$ cat src/rtl/sqrt_pkg.sv
// sqrt_pkg: shared FSM states, guard-bit count and counter sizing for the sequential square root
package sqrt_pkg;
  typedef enum logic [2:0] {IDLE, CALC, FIX, ROUND, DONE} sqrt_state_t;
  localparam int RES_EXTRA = 2;
  function automatic int cnt_width(input int n);
    return n > 2 ? $clog2(n) : 1;
  endfunction
endpackage

$ cat src/rtl/sqrt_nr_step.sv
// sqrt_nr_step: one combinational non-restoring square-root iteration
module sqrt_nr_step import sqrt_pkg::*; #(
  parameter int ROOT_LENGTH = 8
) (
  input  logic [ROOT_LENGTH+RES_EXTRA-1:0] r,
  input  logic [ROOT_LENGTH-1:0]           q,
  input  logic [1:0]                       bits,
  output logic [ROOT_LENGTH+RES_EXTRA-1:0] r_next,
  output logic [ROOT_LENGTH-1:0]           q_next
);
  logic [ROOT_LENGTH+RES_EXTRA-1:0] sh;
  assign sh     = {r[ROOT_LENGTH-1:0], bits};
  assign r_next = r[ROOT_LENGTH+RES_EXTRA-1] ? sh + {q, 2'b11} : sh - {q, 2'b01};
  assign q_next = {q[ROOT_LENGTH-2:0], ~r_next[ROOT_LENGTH+RES_EXTRA-1]};
endmodule

$ cat src/rtl/sqrt_nr_seq.sv
// sqrt_nr_seq: sequential non-restoring integer square root with start/done handshake.
// Define SQRT_ROUND_EN to add a ROUND state and the rounded_up output (round to nearest).
module sqrt_nr_seq import sqrt_pkg::*; #(
  parameter int WORD_LENGTH = 16,
  localparam int ROOT_LENGTH = WORD_LENGTH / 2
) (
  input  logic                   clk,
  input  logic                   reset,
  input  logic                   start,
  input  logic [WORD_LENGTH-1:0] DataInput,
  output logic                   ready,
  output logic                   busy,
  output logic                   done,
  output logic [ROOT_LENGTH-1:0] result,
`ifdef SQRT_ROUND_EN
  output logic [ROOT_LENGTH:0]   residue,
  output logic                   rounded_up
`else
  output logic [ROOT_LENGTH:0]   residue
`endif
);
  localparam int N  = ROOT_LENGTH;
  localparam int RW = N + RES_EXTRA;
  localparam int CW = cnt_width(N);
  if (WORD_LENGTH % 2 != 0 || WORD_LENGTH < 4) begin : g_bad_width
    $error("sqrt_nr_seq: WORD_LENGTH must be even and >= 4");
  end
  sqrt_state_t state, state_n;
  logic [WORD_LENGTH-1:0] op;
  logic [RW-1:0] r, r_step, r_fix;
  logic [N-1:0] q, q_step;
  logic [CW-1:0] cnt;
  sqrt_nr_step #(.ROOT_LENGTH(N)) u_step (
    .r, .q, .bits(op[WORD_LENGTH-1 -: 2]), .r_next(r_step), .q_next(q_step)
  );
  // a negative final remainder means the last trial subtraction overshot
  assign r_fix = r[RW-1] ? r + {1'b0, q, 1'b1} : r;
  assign ready = state == IDLE;
  assign done  = state == DONE;
  assign busy  = !ready && !done;
  always_comb begin
    state_n = state;
    case (state)
      IDLE:  state_n = start ? CALC : IDLE;
      CALC:  state_n = cnt == '0 ? FIX : CALC;
`ifdef SQRT_ROUND_EN
      FIX:   state_n = ROUND;
      ROUND: state_n = DONE;
`else
      FIX:   state_n = DONE;
`endif
      default: state_n = IDLE;
    endcase
  end
  always_ff @(posedge clk) begin
    if (reset) begin
      state      <= IDLE;
      op         <= '0;
      r          <= '0;
      q          <= '0;
      cnt        <= '0;
      result     <= '0;
      residue    <= '0;
`ifdef SQRT_ROUND_EN
      rounded_up <= 1'b0;
`endif
    end else begin
      state <= state_n;
      if (state == IDLE && start) begin
        op  <= DataInput;
        r   <= '0;
        q   <= '0;
        cnt <= CW'(N - 1);
      end
      if (state == CALC) begin
        op  <= op << 2;
        r   <= r_step;
        q   <= q_step;
        cnt <= cnt - 1'b1;
      end
      if (state == FIX) begin
        result  <= q;
        residue <= r_fix[N:0];
`ifdef SQRT_ROUND_EN
        rounded_up <= 1'b0;
`endif
      end
`ifdef SQRT_ROUND_EN
      if (state == ROUND && residue > {1'b0, result}) begin
        result     <= result + 1'b1;
        rounded_up <= 1'b1;
      end
`endif
    end
  end
endmodule
$ cat config.mk
export PLATFORM = sky130hd
export DESIGN_NAME = sqrt_nr_seq
export DESIGN_NICKNAME = d
export VERILOG_FILES = /design/src/rtl/sqrt_pkg.sv /design/src/rtl/sqrt_nr_step.sv /design/src/rtl/sqrt_nr_seq.sv
export SDC_FILE = /design/constraint.sdc
export NUM_CORES = 1
export LEC_CHECK = 0
export BUFFER_PORTS_ARGS = -buffer_cell sky130_fd_sc_hd__buf_2
export CORE_MARGIN = 1.5
export CORE_UTILIZATION = 44
export CTS_BUF_LIST = sky130_fd_sc_hd__clkbuf_8
export DETAILED_ROUTE_END_ITERATION = 12
export GPL_TIMING_DRIVEN = 0
export PLACE_DENSITY = 0.66
export SYNTH_ARGS = -nofsm -noshare
export SYNTH_HDL_FRONTEND = slang
export SYNTH_SLANG_ARGS = --single-unit
$ cat constraint.sdc
create_clock -name clk -period 2.2 [get_ports clk]
set_input_delay 0.33 -clock clk [delete_from_list [all_inputs] [get_ports clk]]
set_output_delay 0.33 -clock clk [all_outputs]
set_load 0.01 [all_outputs]
==> qor.yml, run 1 <==
cp-end-kind: "register"
final_area_um2: 3500
clock_sinks: 57
drv_slew: 0
start_util_pct: 45.5
fp.dieW_um: 84.0
synth_enable_flop_cells: 0
num_io_pins: 39
ant_nets: 0
grt_pass1_vias: 2451
fp.dieArea_um2: 7060
antenna_cells: 0
path_class: "reg -> reg"
fmax_ghz: 0.469
cts_tree: "built"
ys_async_sr_fraction_pct: 0
grt_usage_pct: 21.0
dpl.hpwl_um: 4940
drc_errors: 0
firstDrtPassIters: 5
numCtsBuffers: 9
tns_ns: 0
final_util_pct: 55.1
nets: 413
vdd_drop_max_uv: 583
clockBufferDepth: 2
htree_levels: 3
grt_pass1_wl_um: 11600
leakagePower_nw: 1.45
postSynthCellCount: 318
clk_pin_slew_worst_paths_ns: 0.07
hold_class: "in -> reg"
drive_gt1_share_pct: 25.6
avgSynthCellArea_um2: 9.08
routed_wl_um: 6880
finalWorstPathRequiredPeriod_ns: 2.13
netlist_area_um2: 2890
dr.first_iter.drc_count: 114
syn_nets: 355
core_region_area_um2: 6350
cp_max_fo: 5
layout_commonest_cell: "dfxtp_1"
finalHoldViolCount: 0
gp_congestion: 0.903
dpl-instance-area_um2: 3190
final_cell_mix: "dfxtp_1 (52), buf_2 (40), nor2_1 (34)"
powerDensity_nw_per_um2: 1110
vias: 2507
grt_max_degree: 11
synth_top_area_share_pct: 39.5
yosysWarnings: 0
period_share_pct: 97.0
antenna_found_initial: 0
outcome: "finished, final reports clean"
ys_types: 52
p_total_mw: 3.89
dieHeight_um: 84.0
skew_ns: 0.0109
ys_seq_area_share_pct: 39.5
cp-start-kind: "register"
timing.hold.ws_ns: 0.231
synth_area_leaders: "dfxtp_1 (40%), ha_1 (7.4%), a222oi_1 (4.9%)"
required_ns: 2.43
num_rows: 29
worst_pin_slew_ns: 0.573
synth_ff_type: "dfxtp_1"
routedWlPerCell_um: 15.1
overflow: 0
cts-root-buf: "clkbuf_8"
via_per_inst: 5.50
finalSetupViolations: 0
area_growth_pct: 21.2
clk_latency_ns: 0.34
maxCapViolCount: 0
relSlewSlack_pct: 61.8
io_buffers: 38
arrival_ns: 2.37
yosysTopAreaCell: "dfxtp_1"
ys_seq_elements: 57
==> cells by family (layout without fill, tap and decap cells) <==
| family | count (synthesis) | after routing | share of synthesized area, % |
|---|---|---|---|
| compound gates | 84 | 84 | 21.3 |
| simple gates | 100 | 100 | 16.2 |
| mux | 7 | 7 | 2.47 |
| flops | 57 | 57 | 39.5 |
| xor+xnor | 23 | 23 | 6.98 |
| fa+ha+maj | 18 | 18 | 8.06 |
| buf+inv | 29 | 90 | 5.46 |
==> worst max-delay path, cell delays in order (launching register included) <==
cell and delay [ns]:
dfxtp_1 0.49, xnor2_1 0.12, ha_1 0.32, a21o_1 0.20, a21o_1 0.18, buf_4 0.14, or3_1 0.31, a32o_1 0.26
==> path summary, 6_finish.rpt <==
kind	from	depth (start not counted)	to	slack, ns
worst max-delay path	q[4]	7	r[8]	0.07
worst min register to register	residue[1]	2	residue[1]	0.45
worst max register to register	q[4]	7	r[8]	0.07
worst min-delay path	DataInput[3]	3	op[3]	0.23
==> metal layers <==
metal,share of wire (%),GRT usage [%]
met5,0,0
met2,48,34.4
met3,5.1,6.13
met4,2.7,9.84
met1,45,25.2
==> state kept, by name (all words and copies together), names as in the netlist <==
name	flops
cnt	3
result	8
q	8
r	10
state	3
residue	9
op	16
==> synthesized netlist by cell type, drive strengths merged (8+ instances only) <==
cell type / instances
a222oi: 14
o21ai: 14
a211oi: 8
xnor2: 16
a21oi: 22
nor2: 35
nand2: 34
dfxtp: 57
clkbuf: 8
ha: 17
inv: 11
buf: 10
==> timing repair <==
item | in CTS | in global routing
hold buffers | 0 | 0
setup endpoints to repair | 5 | 8
setup buffers | 5 | 6
gates resized for setup | 9 | 13
pin swaps | 5 | 15
==> layout make-up <==
| class | count | area (um^2) |
|---|---|---|
| Buffer | 16 | 106 |
| Clock buffer | 10 | 138 |
| Clock inverter | 4 | 45.0 |
| Fill cell | 568 | 2850 |
| Inverter | 11 | 41.3 |
| Multi-Input combinational cell | 232 | 1650 |
| Sequential cell | 57 | 1150 |
| Tap cell | 77 | 96.3 |
| Timing Repair Buffer | 49 | 273 |
==> power by group <==
part	total, mW	leakage (nW)	internal [mW]	switching, mW
registers	1.29	0.467	1.15	0.137
logic	1.65	0.884	0.850	0.804
clock network	0.951	0.0978	0.535	0.416
==> per-stage QoR <==
stage               worst slack, ns  std cells
finish                       0.0665        456
detailed placement           -0.197        433
CTS                         -0.0900        452
global placement             -0.191        433
global route               -0.00659        456
floorplan                    0.0132        318
(Power assumes the default switching activity.)
==> inputs of run 2 (changes only) <==
--- a/config.mk
+++ b/config.mk
@@ -5,12 +5,14 @@
 export SDC_FILE = /design/constraint.sdc
 export NUM_CORES = 1
 export LEC_CHECK = 0
+export ABC_AREA = 1
 export BUFFER_PORTS_ARGS = -buffer_cell sky130_fd_sc_hd__buf_2
 export CORE_MARGIN = 1.5
 export CORE_UTILIZATION = 44
-export CTS_BUF_LIST = sky130_fd_sc_hd__clkbuf_8
+export CTS_BUF_LIST = sky130_fd_sc_hd__clkbuf_16
 export DETAILED_ROUTE_END_ITERATION = 12
 export GPL_TIMING_DRIVEN = 0
+export HOLD_SLACK_MARGIN = 0.1
 export PLACE_DENSITY = 0.66
 export SYNTH_ARGS = -nofsm -noshare
 export SYNTH_HDL_FRONTEND = slang
==> qor.yml, run 2 <==
outcome: "finished, final reports clean"
vdd_drop_max_uv: 571  # -2.1%
top_register: "op"
avgSynthCellArea_um2: 6.90  # -24%
grt_usage_pct: 21.8  # +0.85 points
dpl-instance-area_um2: 3410  # +7.1%
gp_congestion: 0.898  # -0.48%
timing.hold.ws_ns: 0.283  # +0.0518 ns
relSlewSlack_pct: 61.6  # -0.19 points
num_rows: 30  # +3.4%
final_area_um2: 3720  # +6.3%
start_util_pct: 45.7  # +0.25 points
period_share_pct: 88.1  # -8.8 points
routedWlPerCell_um: 12.6  # -16%
netlist_area_um2: 3110  # +7.6%
numCtsBuffers: 9  # unchanged
synth_ff_type: "dfxtp_1"
num_io_pins: 39  # unchanged
final_cell_mix: "nand2_1 (129), inv_1 (58), dfxtp_1 (57)"
grt_max_degree: 11  # unchanged
ys_async_sr_fraction_pct: 0  # unchanged
leakagePower_nw: 1.82  # +26%
maxCapViolCount: 0  # unchanged
grt_use_met3_pct: 5.50  # -0.63 points
htree_levels: 3  # unchanged
finalSetupViolations: 0  # unchanged
synth_top_area_share_pct: 36.7  # -2.8 points
rsz0062_at_grt: "false"
cts-root-buf: "clkbuf_16"
dieHeight_um: 87.0  # +3.6%
p_total_mw: 3.48  # -11%
worst_pin_slew_ns: 0.576  # +0.00279 ns
dr.first_iter.drc_count: 145  # +27%
powerDensity_nw_per_um2: 935  # -16%
synth_enable_flop_cells: 0  # unchanged
clock_sinks: 57  # unchanged
via_per_inst: 4.91  # -11%
tns_ns: 0  # unchanged
fp.dieArea_um2: 7570  # +7.3%
ys_seq_elements: 57  # unchanged
skew_ns: 0.00644  # -0.00442 ns
cp-start-kind: "register"
area_growth_pct: 19.8
grtUsageMet2_pct: 35.4  # +1.1 points
drv_slew: 0  # unchanged
fmax_ghz: 0.516  # +10%
routed_wl_um: 7530  # +9.5%
clk_latency_ns: 0.33  # about the same
arrival_ns: 2.16  # -0.21 ns
vias: 2933  # +17%
ant_nets: 0  # unchanged
required_ns: 2.42  # about the same
yosysTopAreaCell: "dfxtp_1"
firstDrtPassIters: 5  # unchanged
top_usage_layer: "met2"
antenna_found_initial: 0  # unchanged
ys_types: 34  # -35%
ys_seq_area_share_pct: 36.7  # -2.8 points
cp_max_fo: 19  # +14
path_class: "reg -> reg"
fp.dieW_um: 87.0  # +3.6%
yosysWarnings: 0  # unchanged
largest_register_ffs: 16  # unchanged
postSynthCellCount: 450  # +42%
layout_commonest_cell: "nand2_1"
clockBufferDepth: 2  # unchanged
overflow: 0  # unchanged
cts_tree: "built"
dpl.hpwl_um: 5430  # +9.9%
nets: 534  # +29%
synth_area_leaders: "dfxtp_1 (37%), nand2_1 (16%), a21oi_1 (7.9%)"
grt_pass1_vias: 2723  # +11%
io_buffers: 37  # -2.6%
antenna_cells: 0  # unchanged
hold_class: "in -> reg"
drive_gt1_share_pct: 14.0  # -12 points
drc_errors: 0  # unchanged
grtUsageMet1_pct: 28.6  # +3.4 points
cp-end-kind: "register"
finalHoldViolCount: 0  # unchanged
grt_pass1_wl_um: 12700  # +9.4%
yosysMostFrequentCell: "nand2_1"
synthTopCellsByCount: "nand2_1 (129), dfxtp_1 (57), inv_1 (57)"
syn_nets: 487  # +37%
finalWorstPathRequiredPeriod_ns: 1.94  # -0.194 ns
core_region_area_um2: 6790  # +7.0%
largestRegisters: "op (16), r (10), residue (9)"
clk_pin_slew_worst_paths_ns: 0.05  # -0.02 ns
run 2: cell count changes in the layout (fill, tap and decap cells not counted), sizes merged, moves of 9 or more:
cell,change
a21oi,+27
a222oi,-14
buf,-11
inv,+49
nand2,+96
nand3,+27
nor2,-12
o21ai,+12
xnor2,-9
run 2: path summary, 6_finish.rpt:
check | start | end | slack [ns] | depth (start not counted)
max | r[9] | r[9] | 0.26 | 9
min | DataInput[0] | op[0] | 0.28 | 3
max reg2reg | r[9] | r[9] | 0.26 | 9
min reg2reg | op[1] | op[1] | 0.45 | 2
run 2: through the flow:
| step | utilization, % | setup slack (ns) | std cells |
|---|---|---|---|
| floorplan | - | 0.337 | 450 |
| global placement | 50.2 | 0.0729 | 583 |
| detailed placement | 50.2 | 0.0607 | 583 |
| CTS | 54.8 | 0.0254 | 598 |
| global route | 54.8 | 0.0748 | 597 |
| finish | 54.8 | 0.261 | 597 |
run 2: cell families after synthesis:
kind of cell	synth area share, %
and+or+nand+nor	27.3
AOI/OAI and AO/OA	15.4
buffers and inverters	10.2
DFF	36.7
adders and majority gates	7.49
xor gates and xnor gates	2.82
run 2: critical path, stage by stage (launching register included):
cell and delay, ns:
dfxtp_1 0.31, buf_4 0.25, xnor2_1 0.10, ha_1 0.36, nand2_1 0.11, nor2_1 0.18
nand3_1 0.13, nand4_1 0.11, nand3_1 0.09, and2_1 0.17
run 2: final cells by class:
cell class                 instances  area (um^2)
fill                             675         3070
multi-input combinational        316         1650
sequential                        57         1140
inverter                          61          231
clock buffer                       9          225
timing repair buffer              37          185
tap                               96          120
clock inverter                     6         85.1
buffer                            15         81.3
run 2: layer usage:
layer | up-vias | routed length, um
li1 | 1553 | -
met1 | 1319 | 3560
met2 | 53 | 3590
met3 | 8 | 293
met4 | 0 | 85
met5 | - | 0
run 2: repair_timing:
action / 4_1_cts / 5_1_grt
gates resized for setup: 0 / 1
endpoints found under the setup margin: 0 / 4
buffers inserted: 0 / 0
hold buffers: 0 / 0
run 2: where the power goes:
| part | switching (mW) | leakage [nW] | internal (mW) |
|---|---|---|---|
| registers | 0.0677 | 0.465 | 1.12 |
| logic | 0.517 | 1.20 | 0.315 |
| clock network | 0.483 | 0.153 | 0.979 |
